<file path="src/rtl/sobel_tx_collector.sv">
// Collects Sobel result bytes of one frame into a small FIFO and streams them to a UART transmitter.
// Optional build macro SOBEL_THRESH_EN binarizes each byte against THRESH before it is buffered.
module sobel_tx_collector #(
  parameter int unsigned FIFO_DEPTH = 16,
  parameter int unsigned THRESH     = 200
) (
  input  logic        clk,
  input  logic        rstn,
  input  logic        start,
  input  logic [15:0] W,
  input  logic [15:0] H,
  input  logic [7:0]  data_in,
  input  logic        transmit_valid,
  output logic [7:0]  tx_data,
  output logic        tx_valid,
  input  logic        tx_ready,
  output logic        busy,
  output logic        frame_done,
  output logic        overflow,
  output logic [31:0] byte_count
);

  localparam int unsigned AW = $clog2(FIFO_DEPTH);
  localparam int unsigned PW = AW + 1;

  localparam logic [1:0] IDLE    = 2'd0;
  localparam logic [1:0] COLLECT = 2'd1;
  localparam logic [1:0] FLUSH   = 2'd2;
  localparam logic [1:0] DONE    = 2'd3;

  logic [1:0]    state_q, state_d;
  logic [31:0]   n_q, n_d;
  logic [31:0]   rcv_q, rcv_d;
  logic [31:0]   byte_cnt_q, byte_cnt_d;
  logic [PW-1:0] wr_q, wr_d;
  logic [PW-1:0] rd_q, rd_d;
  logic          ovf_q, ovf_d;
  logic          tx_valid_q, tx_valid_d;
  logic          busy_q, busy_d;
  logic          done_q, done_d;
  logic [7:0]    mem_q [FIFO_DEPTH];

  logic [PW-1:0] occ;
  logic          full;
  logic          pop;
  logic          push;
  logic          wr_en;
  logic [7:0]    push_byte;
  logic [31:0]   n_calc;
  logic          degenerate;

`ifdef SOBEL_THRESH_EN
  assign push_byte = (32'(data_in) >= THRESH) ? 8'hFF : 8'h00;
`else
  logic [31:0] thresh_unused;
  assign thresh_unused = THRESH;
  assign push_byte     = data_in;
`endif

  assign occ        = wr_q - rd_q;
  assign full       = (occ == PW'(FIFO_DEPTH));
  assign degenerate = (W < 16'd3) || (H < 16'd3);
  assign n_calc     = 32'(W - 16'd2) * 32'(H - 16'd2);

  // Next-state: FIFO bookkeeping first, then frame sequencing overrides on start.
  always_comb begin
    state_d    = state_q;
    n_d        = n_q;
    rcv_d      = rcv_q;
    byte_cnt_d = byte_cnt_q;
    wr_d       = wr_q;
    rd_d       = rd_q;
    ovf_d      = ovf_q;
    wr_en      = 1'b0;
    pop        = tx_valid_q && tx_ready;
    push       = (state_q == COLLECT) && transmit_valid;

    if (pop) begin
      rd_d       = rd_q + PW'(1);
      byte_cnt_d = byte_cnt_q + 32'd1;
    end
    // A pop in the same cycle frees the slot, so a full FIFO still takes the byte.
    if (push) begin
      rcv_d = rcv_q + 32'd1;
      if (!full || pop) begin
        wr_en = 1'b1;
        wr_d  = wr_q + PW'(1);
      end else begin
        ovf_d = 1'b1;
      end
    end

    case (state_q)
      IDLE: begin
        if (start) begin
          n_d        = degenerate ? 32'd0 : n_calc;
          rcv_d      = 32'd0;
          byte_cnt_d = 32'd0;
          wr_d       = '0;
          rd_d       = '0;
          state_d    = degenerate ? DONE : COLLECT;
        end
      end
      COLLECT: if (push && (rcv_d == n_q)) state_d = FLUSH;
      FLUSH:   if (occ == '0) state_d = DONE;
      DONE:    state_d = IDLE;
      default: state_d = IDLE;
    endcase

    busy_d     = (state_d == COLLECT) || (state_d == FLUSH);
    tx_valid_d = busy_d && (wr_d != rd_d);
    done_d     = (state_d == DONE);
  end

  always_ff @(posedge clk or negedge rstn) begin
    if (!rstn) begin
      state_q    <= IDLE;
      n_q        <= 32'd0;
      rcv_q      <= 32'd0;
      byte_cnt_q <= 32'd0;
      wr_q       <= '0;
      rd_q       <= '0;
      ovf_q      <= 1'b0;
      tx_valid_q <= 1'b0;
      busy_q     <= 1'b0;
      done_q     <= 1'b0;
    end else begin
      state_q    <= state_d;
      n_q        <= n_d;
      rcv_q      <= rcv_d;
      byte_cnt_q <= byte_cnt_d;
      wr_q       <= wr_d;
      rd_q       <= rd_d;
      ovf_q      <= ovf_d;
      tx_valid_q <= tx_valid_d;
      busy_q     <= busy_d;
      done_q     <= done_d;
    end
  end

  // Storage is reset so the head byte reads 8'h00 while rstn is low.
  always_ff @(posedge clk or negedge rstn) begin
    if (!rstn) begin
      for (int i = 0; i < int'(FIFO_DEPTH); i++) mem_q[i] <= 8'h00;
    end else if (wr_en) begin
      mem_q[wr_q[AW-1:0]] <= push_byte;
    end
  end

  assign tx_data    = mem_q[rd_q[AW-1:0]];
  assign tx_valid   = tx_valid_q;
  assign busy       = busy_q;
  assign frame_done = done_q;
  assign overflow   = ovf_q;
  assign byte_count = byte_cnt_q;

endmodule

</file>
<file path="config.mk">
export PLATFORM = sky130hd
export DESIGN_NAME = sobel_tx_collector
export DESIGN_NICKNAME = d
export VERILOG_FILES = /design/src/rtl/sobel_tx_collector.sv
export SDC_FILE = /design/constraint.sdc
export NUM_CORES = 1
export LEC_CHECK = 0
export BUFFER_PORTS_ARGS = -buffer_cell sky130_fd_sc_hd__buf_2
export CAP_MARGIN = 20
export CORE_ASPECT_RATIO = 2
export CORE_MARGIN = 10
export CORE_UTILIZATION = 60
export CTS_BUF_LIST = sky130_fd_sc_hd__clkbuf_8
export CTS_CLUSTER_SIZE = 16
export DETAILED_ROUTE_END_ITERATION = 10
export PLACE_DENSITY = 0.76
export SLEW_MARGIN = 10
export SYNTH_ARGS = -nofsm -noshare
export SYNTH_HDL_FRONTEND = slang
export SYNTH_SLANG_ARGS = --single-unit
</file>
<file path="constraint.sdc">
create_clock -name clk -period 8.1 [get_ports clk]
set_input_delay 0.405 -clock clk [delete_from_list [all_inputs] [get_ports clk]]
set_output_delay 0.405 -clock clk [all_outputs]
set_load 0.05 [all_outputs]
</file>
After elaboration in Yosys (flattened, before gate mapping)

Index checks and enable logic that the tools add are counted.
W data, S select, Z words.

Bits in latches: 0
Output and inout bits: 44
Memories: 0
Bits in registers: 240
Bits of input ports: 45
Bits in read-only memories: 0
Word-level logic and storage cells: 91
Memory bits (writable): 0

Bitwise operators: 3
$lt $le $gt $ge: 5
Muxes and demuxes: 27
$add $sub $neg: 7
Div/mod/pow operators: 0
$mul: 1
Shift operators: 0
Reduce and logical (&&, ||, !) cells: 13
Equality and inequality tests: 9

Operator list:

| operator                | count |
|---|---|
| $mux W32                | 7 |
| $bwmux W128             | 1 |
| $add A32 B1 Y32 const B | 2 |
| $mux W5                 | 7 |
| $sub A16 B2 Y17 const B | 2 |
| $bmux W8 S4             | 1 |
| $demux W8 S4            | 1 |
| $eq A32 B32 Y1          | 1 |
| $lt A16 B2 Y1 const B   | 2 |
| $mul A17 B17 Y32        | 1 |
| $mux W8                 | 3 |
| $add A5 B1 Y5 const B   | 2 |
| $ge A5 B5 Y1 const B    | 2 |
| $not A4 Y5              | 2 |
| $eq A2 B2 Y1 const B    | 4 |
| $mux W2                 | 4 |
| $pmux W2 S4             | 1 |
| $eq A5 B5 Y1 const B    | 1 |
| $logic_and A1 B1 Y1     | 5 |
| $logic_not A5 Y1        | 1 |
| $lt A5 B1 Y1 const B    | 1 |
| $ne A5 B5 Y1            | 1 |
| $sub A5 B5 Y5           | 1 |
| $eq A2 B1 Y1 const B    | 2 |
| other kinds (6)         | 10 |

Longest topological paths before layout

Gate-level depths: netlist (run 1).

Word-level depth: 10
Gate-level depth with buffers: 30
Mapped depth without buffers: 27

Least setup slack after synthesis (run 1)

Ideal clock, no wire load.

Path type: input-to-reg
Start point: input port W[1]
End point: register n_q[31]
Cell stages on the path: 26
Path slack: -80 ps
Path buffers: 3
Arrival time: 8,059 ps
Data required time: 7,978 ps
Setup time: 122 ps
Cell sequence: clkbuf_1 -> clkinv_1 -> ha_1 -> or4b_2 -> or4_1 -> xnor2_1 -> clkbuf_1 -> nand2_1 -> fa_1 -> inv_1 -> fa_1 -> inv_1 -> fa_1 -> fa_1 -> fa_1 -> inv_1 -> fa_1 -> ha_1 -> clkbuf_1 -> a2111o_1 -> a41oi_1 -> o31ai_1 -> a221o_1 -> a211oi_1 -> or4_1 -> a32o_1

Longest elaborated chain between the ends: 3
Elaborated cells on any way between the ends: 5
Those cells by class: add/sub (1); mul (1); order compare (1); mux (1); reduce/logical (1)

Ends and longest elaborated chain:

| element                                                       | RTL line | text |
|---|---|---|
| start, declared                                               | 10       | `input logic [15:0] W,` |
| $sub A16 B2 Y17 / $lt A16 B2 Y1 (equally long branches)       | 63, 62   |  |
| $mul A17 B17 Y32 / $logic_or A1 B1 Y1 (equally long branches) | 63, 62   |  |
| $mux W32 (*)                                                  | 96       | `n_d = degenerate ? 32'd0 : n_calc;` |
| end signal, assigned                                          | 129      | `n_q <= n_d;` |
| end, declared                                                 | 32       | `logic [31:0] n_q, n_d;` |

Mark *: on every way between the ends. The rest lies on a longest branch, timed or not.
A chain may end at the register's enable or synchronous reset.

Final worst setup path (run 1)

Start point: input port W[2]
End point: register n_q[24]

The elaborated chain is that of the path after synthesis.

==> metrics.cfg, run 1 <==
[setup_path]
required_ps = 8590
end_kind = register
worstPathArrival_ps = 7970
regToRegSetupSlack_ps = 3550
critPathMaxFanout = 13
reg2reg_from = rcv_q[4]
r2r_cells = 11
r2r_end = tx_valid
cp-startpoint = W[2]
startpoint_type = input pin
criticalPathCategory = in2reg

[worst_hold_path]
hold_end = byte_count[1]
hold_path_depth = 4
hold_start = tx_ready
min_path_type = in2reg

[global_route]
grt_overflow_total = 0
grt_pass1_wl_um = 99200
grt_pass1_vias = 18800
grt.total_usage_pct = 27.2
antenna_found_initial = 1
grt_max_degree = 191

[cts]
clk_latency_ps = 600
cts_setup_buffers = 0
cts_resized = 0
cts_buffer_depth = 3
cts_tree = built
cts_root_buf = clkbuf_8
numCtsBuffers = 30
htree_levels = 1
cts.sinks = 240
cts.clk_slew.worst_paths_ps = 70

[logic_synthesis]
ys_seq_elements = 240
synth_top_flop_cell = dfrtp_1
synth_nets = 2678
synth_top_area_cell = dfrtp_1
yosys-top-cells-count = 318 x inv_1, 282 x fa_1, 240 x dfrtp_1
syn-cell-area_sq_mm = 0.0230
yosysWarnings = 0
async_flop_share_pct = 100
ys_seq_area_share_pct = 26.1
synth_top_area_share_pct = 26.1
synth.area.top_cells = dfrtp_1 26%, fa_1 25%, mux2_2 6.3%
synth_cells = 2255
synth_cell_types = 79
synth_most_common_cell = inv_1
postSynthAreaPerCell_sq_um = 10.2
synth-edff-count = 0

[floorplanning]
start_util_pct = 60.6
die_w_um = 158
row_count = 101
design.portCount = 89
die_h_um = 297
fp.coreArea_sq_mm = 0.0379
dieArea_sq_mm = 0.0470

[sta]
setup_ws_ps = 619
worst_pin_slew_ps = 1160
drv_slew = 0
slew_headroom_pct = 21.9
setup_viol = 0
hold_viol_final = 0
finClkSkew_ps = 30.2
fin_crit_ps = 7480
period_share_pct = 92.4
max_freq_mhz = 134
fin_setup_tns_ps = 0
rsz0062_at_grt = no

[final_layout]
area_delta_synth_final_pct = 8.43
drive_gt1_share_pct = 17.4
nNetsFinal = 2799
fill_cells = 3026
register_area_sq_mm = 0.00601
multi_input_area_sq_mm = 0.0154

[pwr]
power_density_mw_per_mm2 = 424
swShare_pct = 47.5
combPwrFrac_pct = 73.4
leakagePower_nw = 12.2
vdd_drop_max_mv = 0.353
internal_power_mw = 5.55
seq_power_share_pct = 18.4
design_power_total_mw = 10.6
p_clk_share_pct = 8.3
power.switching_mw = 5.02

[routing]
wl_per_cell_um = 21.8
ant_nets = 0
drcViolationCount = 0
wl_um = 62400
firstDrtPassIters = 5
viasPerCell = 5.91
first_iter_violations = 762
via_count = 16900

[placed_design]
io_buffer_count = 88
place_congestion = 1.08
detailedPlace.worstSlack_ps = -24.4
hpwl_um = 51300

[run]
cap_viol_max_count = 0

[status]
status = finished clean

state kept, by name, summed over array words and instances, names as in the netlist:
| signal | count |
|---|---|
| mem_q | 128 |
| byte_count | 32 |
| n_q | 32 |
| rcv_q | 32 |
| rd_q | 5 |
| wr_q | 5 |
| state_q | 2 |
| busy | 1 |
| frame_done | 1 |
| overflow | 1 |
| tx_valid | 1 |
layout by cell type (no fill, tap or decap), drive strengths merged, types with 40 or more instances in the layout:
cell type  instances
nor2             206
nand3             53
dfrtp            240
inv              330
ha                96
mux2             128
fa               282
xor2              79
xnor2             85
buf              172
nand2            214
mux4              40
power groups by stage:
stage,logic [mW],clock network [mW],registers (mW)
after floorplan,5.70,0,1.89
after global placement,7.51,0,1.92
after detailed placement,7.74,0,1.96
after CTS,7.76,0.901,1.94
after global routing,8.61,0.946,1.99
final,7.75,0.874,1.94
cells by family (layout without fill, tap and decap cells):
logic type	Yosys count	count (layout)	synth area share, %
AOI/OAI and AO/OA	169	169	5.19
xor gates and xnor gates	168	168	6.64
adders and majority gates	378	378	29.8
buffers and inverters	405	541	6.71
DFF	240	240	26.1
muxes	171	171	10.3
other	0	1	0
and+or+nand+nor	724	724	15.2
critical path, stage by stage:
cell	delay (ps)
buf_2	110
inv_1	60
ha_1	150
or4b_2	650
or4_1	490
xnor2_1	170
buf_4	240
nand2_1	100
fa_1	520
inv_1	60
fa_1	530
inv_1	50
fa_1	500
inv_1	50
fa_1	460
fa_1	540
inv_1	50
fa_1	530
inv_1	40
ha_1	230
or3_1	390
or3_1	310
a31oi_1	230
o31ai_1	220
a221oi_1	430
o21a_1	180
xnor2_1	60
a22o_1	190
worst max path at each step:
stage / endpoint / slack (ps) / depth (start not counted)
floorplan: n_q[24] / 20 / 28
global placement: n_q[24] / 100 / 28
detailed placement: n_q[24] / -20 / 28
CTS: n_q[24] / 610 / 28
global route: n_q[24] / 190 / 28
finish: n_q[24] / 620 / 28
through the flow:
stage | utilization, % | cells | instance area [sq um] | hold WS [ps]
floorplan | - | 2255 | 23000 | 109
global placement | 64.2 | 2806 | 24300 | 329
finish | 65.7 | 2855 | 24900 | 209
detailed placement | 64.2 | 2806 | 24300 | 338
global route | 65.7 | 2855 | 24900 | 218
CTS | 65.7 | 2854 | 24900 | 180
what timing repair did:
item / 4_1_cts / 5_1_grt
hold buffers: 1 / 0
endpoints found under the setup margin: 0 / 0
endpoints found under the hold margin: 50 / 0
routing by layer:
layer / track usage, % / share of wire [%] / vias up
met2: 51.7 / 57 / 480
met5: 0 / 0 / -
met3: 2.56 / 3.2 / 244
met1: 24.7 / 30 / 8554
met4: 21.8 / 9.5 / 0
li1: - / - / 7596
area by class of cell:
class / count / share of cell area (%)
flip-flops and latches: 240 / 24.1
multi-input cells: 1610 / 62.0
well taps: 463 / 2.32
clock inverters: 13 / 0.442
inverters: 321 / 4.83
diodes: 1 / 0.0100
clock buffers: 34 / 1.88
repair buffers: 173 / 4.43
(Power assumes the default switching activity.)
==> run 2: changes to the inputs <==
Settings changed: CORE_MARGIN 10 to default.
==> run 2 against run 1 <==
Hold slack worse by 19 ps. Power down 0.39%. Clock-buffer cell count up 2. Flip-flop and latch count unchanged. Worst setup slack worse by 180 ps. Die area down 17%. Non-clock buffer count down 7. Sequential power about the same. Routed wire length up 1.4%. Register-to-register slack better by 80 ps.
==> metrics.cfg, run 2 (synthesis gave the netlist of run 1 again) <==
[routing]
drcViolationCount = 0
first_iter_violations = 707
ant_nets = 0
top_layer = met4
drt-met1-wl_um = 18700
viasPerCell = 6.00
via_count = 17100
wl_um = 63200
wl_per_cell_um = 22.1
firstDrtPassIters = 6
wl_met2_um = 35400
route.met3.wl_um = 2410

[cts]
cts_setup_buffers = 0
htree_levels = 1
cts_hold_repair.buffers = 1
cts_buffer_depth = 3
clk_latency_ps = 600
numCtsBuffers = 29
cts_resized = 0
cts.sinks = 240
cts_root_buf = clkbuf_8
cts.clk_slew.worst_paths_ps = 80
cts_tree = built

[floorplanning]
die_w_um = 140
start_util_pct = 60.6
fp.coreArea_sq_mm = 0.0379
row_count = 101
die_h_um = 279
dieArea_sq_mm = 0.0391
design.portCount = 89

[worst_hold_path]
min_path_type = in2reg

[placed_design]
dp_cells = 2799
place_congestion = 1.02
io_buffer_count = 88
hpwl_um = 51100
detailedPlace.worstSlack_ps = -79.4
dpl-instance-area_sq_mm = 0.0243

[setup_path]
criticalPathCategory = in2reg
worstPathArrival_ps = 8130
startpoint_type = input pin
end_kind = register
required_ps = 8570
critPathMaxFanout = 7

[sta]
period_share_pct = 94.6
holdWs_ps = 190
max_freq_mhz = 130
setup_viol = 0
hold_viol_final = 0
rsz0062_at_grt = no
worst_pin_slew_ps = 1120
drv_slew = 0
setup_ws_ps = 437
fin_crit_ps = 7660
fin_setup_tns_ps = 0
finClkSkew_ps = 32.4
slew_headroom_pct = 25.1

[status]
status = finished clean

[global_route]
grt_pass1_vias = 19200
grt_pass1_wl_um = 99600
antenna_found_initial = 2
grt_max_degree = 128
grt_overflow_total = 0
grt.total_usage_pct = 33.8

[final_layout]
final_util_pct = 65.8
area_delta_synth_final_pct = 8.45
design_area_sq_mm = 0.0249
layout.cells.non_filler = 2855
nNetsFinal = 2791
largest_reg_flops = 128
top_register = mem_q
drive_gt1_share_pct = 17.4
mostFrequentLayoutCells = 324 x inv_1, 282 x fa_1, 239 x dfrtp_1, 214 x nand2_1, 206 x nor2_1
final_common_cell = inv_1

[pwr]
design_power_total_mw = 10.5
power_density_mw_per_mm2 = 422
leakagePower_nw = 12.2
vdd_drop_max_mv = 0.324

[run]
cap_viol_max_count = 0

==> run 2: changes by cell type in the layout (fill, tap and decap cells not counted) <==
cell,delta
inv_1,-3
buf_12,+1
clkbuf_8,+2
clkinv_2,+6
diode_2,+3
buf_4,-8
inv_6,-1
==> run 2: layout make-up <==
class / instances / area [sq um]
fillers: 3019 / 13000
clock buffers: 36 / 495
multi-input cells: 1610 / 15400
diodes: 4 / 10.0
flip-flops and latches: 240 / 6010
well taps: 463 / 579
clock inverters: 15 / 120
inverters: 321 / 1200
repair buffers: 166 / 1060
==> run 2: path summary, 6_finish.rpt <==
check / from / endpoint / slack [ps] / depth (start not counted)
hold / removal: tx_ready / byte_count[1] / 190 / 4
max in group asynchronous: rstn / rd_q[0] / 5960 / 3
setup / recovery: W[1] / n_q[31] / 440 / 26
hold reg to reg: mem_q[7] / mem_q[7] / 500 / 1
setup reg to reg: state_q[1] / tx_valid / 3630 / 11
min in group asynchronous: rstn / mem_q[117] / 470 / 2
==> run 2: where the power goes <==
| part | internal, mW | switching, mW | total (mW) |
|---|---|---|---|
| logic | 3.38 | 4.29 | 7.67 |
| registers | 1.63 | 0.310 | 1.94 |
| clock network | 0.465 | 0.452 | 0.917 |
==> run 2: critical path, stage by stage <==
cell	delay, ps
buf_2	110
clkinv_1	50
ha_1	230
or4b_2	680
nor2_1	210
xor2_1	600
nand2_1	180
fa_1	560
inv_1	60
fa_1	530
inv_1	50
fa_1	500
inv_1	50
fa_1	460
fa_1	540
inv_1	50
fa_1	530
inv_1	50
ha_1	250
a2111o_1	400
a41oi_1	360
o31ai_2	180
a221o_1	380
a211oi_1	300
o31ai_1	130
a32o_1	270
==> run 2: layer usage <==
layer  global-route usage [%]  vias to the layer above
li1                         -                     7589
met1                     28.9                     8703
met2                     65.5                      552
met3                     4.24                      287
met4                     32.2                        0
met5                        0                        -
==> run 3: changes to the inputs <==
Settings changed: CORE_UTILIZATION 60 to 25, PLACE_DENSITY 0.76 to 0.37.
==> run 3 against run 2 <==
Register-to-register slack worse by 80 ps. Final cell count grew 27%. Clock power up 19%. Maximum frequency rose by 2.5%. Critical path depth increased by 2. Worst setup slack improved by 190 ps. Flip-flop and latch count is the same. Sequential power hardly changed. Hold slack gained 36 ps. Combinational power up 9.0%. Cell area up 5.3%. Power rose by 8.1%. Largest cell class unchanged. Largest power group unchanged.
==> metrics.cfg, run 3 (synthesis gave the netlist of run 1 again) <==
[status]
status = finished clean

[setup_path]
critPathBufInv = 10
startpoint_type = input pin
reg2reg_from = rcv_q[4]
regToRegSetupSlack_ps = 3550
r2r_cells = 11
crit_family = adder cells
worstPathArrival_ps = 7930
criticalPathCategory = in2reg
required_ps = 8550
crit_slowest_cell = or4b_2
cp-startpoint = W[2]
critPathMaxFanout = 9
r2r_end = tx_valid
end_kind = register
cpPeakStageDelay_ps = 680

[routing]
firstDrtPassIters = 5
viasPerCell = 4.60
wl_um = 73000
drcViolationCount = 0
wl_per_cell_um = 20.1
ant_nets = 0
first_iter_violations = 609
via_count = 16700

[global_route]
grt_pass1_wl_um = 112000
antenna_found_initial = 2
grt.total_usage_pct = 16.0
grt_max_degree = 125
grt_util_met1_pct = 14.8
grtUsageMet3_pct = 1.07
busiest_layer = met2
grt_pass1_vias = 19000
use_met2_pct = 33.1
grt_overflow_total = 0

[floorplanning]
die_h_um = 431
fp.coreArea_sq_mm = 0.0913
die_w_um = 216
start_util_pct = 25.2
design.portCount = 89
row_count = 157
dieArea_sq_mm = 0.0932

[sta]
hold_viol_final = 0
finClkSkew_ps = 37.1
period_share_pct = 92.3
max_freq_mhz = 134
worst_pin_slew_ps = 1030
rsz0062_at_grt = no
setup_ws_ps = 624
fin_crit_ps = 7480
setup_viol = 0
slew_headroom_pct = 31.2
drv_slew = 0

[final_layout]
final_common_cell = inv_1
drive_gt1_share_pct = 19.1
largest_reg_flops = 128
fill_cells = 9671
top_register = mem_q
mostFrequentLayoutCells = 325 x inv_1, 282 x fa_1, 239 x dfrtp_1, 214 x nand2_1, 206 x nor2_1
final_util_pct = 28.8
area_delta_synth_final_pct = 14.2
nNetsFinal = 2838

[cts]
clk_latency_ps = 590
cts_tree = built
cts.clk_slew.worst_paths_ps = 70
cts_root_buf = clkbuf_8
cts_buffer_depth = 3
cts.sinks = 240
cts_setup_buffers = 0
htree_levels = 2
numCtsBuffers = 38

[pwr]
power_density_mw_per_mm2 = 433
internal_power_mw = 5.95
combPwrFrac_pct = 73.5
leakagePower_nw = 12.5
design_power_total_mw = 11.4
p_clk_share_pct = 9.5
vdd_drop_max_mv = 0.389
power.switching_mw = 5.43
seq_power_share_pct = 17.0
swShare_pct = 47.7

[placed_design]
hpwl_um = 60500
detailedPlace.worstSlack_ps = -29.9
io_buffer_count = 88
place_congestion = 0.894

[worst_hold_path]
hold_start = tx_ready
hold_path_depth = 4
min_path_type = in2reg
hold_end = byte_count[1]

[run]
cap_viol_max_count = 0

run 3: changes by cell type in the layout (fill, tap and decap cells not counted), sizes merged, moves of 2 or more:
cell    before  now
diode        4    1
clkbuf      36   47
inv        326  328
buf        165  203
run 3: worst max-delay path by stage:
stage / to / slack, ps / cells past startpoint
after global routing: n_q[22] / 240 / 26
after floorplan: n_q[24] / 20 / 28
after detailed placement: n_q[31] / -30 / 28
after CTS: n_q[31] / 610 / 28
final: n_q[21] / 620 / 28
after global placement: n_q[30] / 60 / 29
run 3: power by group through the flow:
| stage | clock, mW | combinational (mW) | sequential (mW) |
|---|---|---|---|
| 4_1_cts | 1.15 | 8.56 | 1.94 |
| 2_1_floorplan | 0 | 5.70 | 1.89 |
| 3_5_place_dp | 0 | 8.52 | 1.96 |
| 6_report | 1.09 | 8.36 | 1.94 |
| 3_3_place_gp | 0 | 8.48 | 1.93 |
| 5_1_grt | 1.18 | 9.41 | 2.00 |
run 3: worst reg2reg max path, cell delays in order, from the launching register on:
cell and delay, ps:
dfrtp_1 470, and4_1 310, nand3_1 450, nor4_1 550, xor2_1 150, a2111oi_0 810, o2111ai_1 460, or4_1 510
o22ai_1 220, ha_1 310, nand2_1 90, a31oi_1 50
run 3: what timing repair did:
| action | in CTS | in global routing |
|---|---|---|
| gates resized for setup | 0 | 0 |
| hold buffers | 1 | 0 |
| hold endpoints to repair | 74 | 0 |
run 3: area by class of cell:
class | count | area [sq um] | share of cell area (%)
timing repair buffer | 204 | 1350 | 5.12
antenna | 1 | 2.50 | 0.00953
multi-input combinational | 1610 | 15400 | 58.8
tap | 1192 | 1490 | 5.68
inverter | 321 | 1200 | 4.59
clock buffer | 47 | 647 | 2.46
sequential | 240 | 6010 | 22.9
clock inverter | 18 | 115 | 0.438
run 3: through the flow:
| step | hold WS [ps] | TNS [ps] | area (sq um) | std cells |
|---|---|---|---|---|
| after CTS | 195 | 0 | 26300 | 3632 |
| after detailed placement | 490 | -43.8 | 25500 | 3566 |
| after global routing | 235 | 0 | 26300 | 3633 |
| final | 226 | 0 | 26300 | 3633 |
| after global placement | 481 | 0 | 25500 | 3564 |
| after floorplan | 109 | 0 | 23000 | 2255 |
run 3: routing by layer:
layer	part of all wire, %	vias to the layer above	wire (um)
met5	0	-	0
met4	6.3	0	4620
met3	2.1	155	1530
met2	59	324	43000
met1	33	8562	23900
li1	-	7665	-
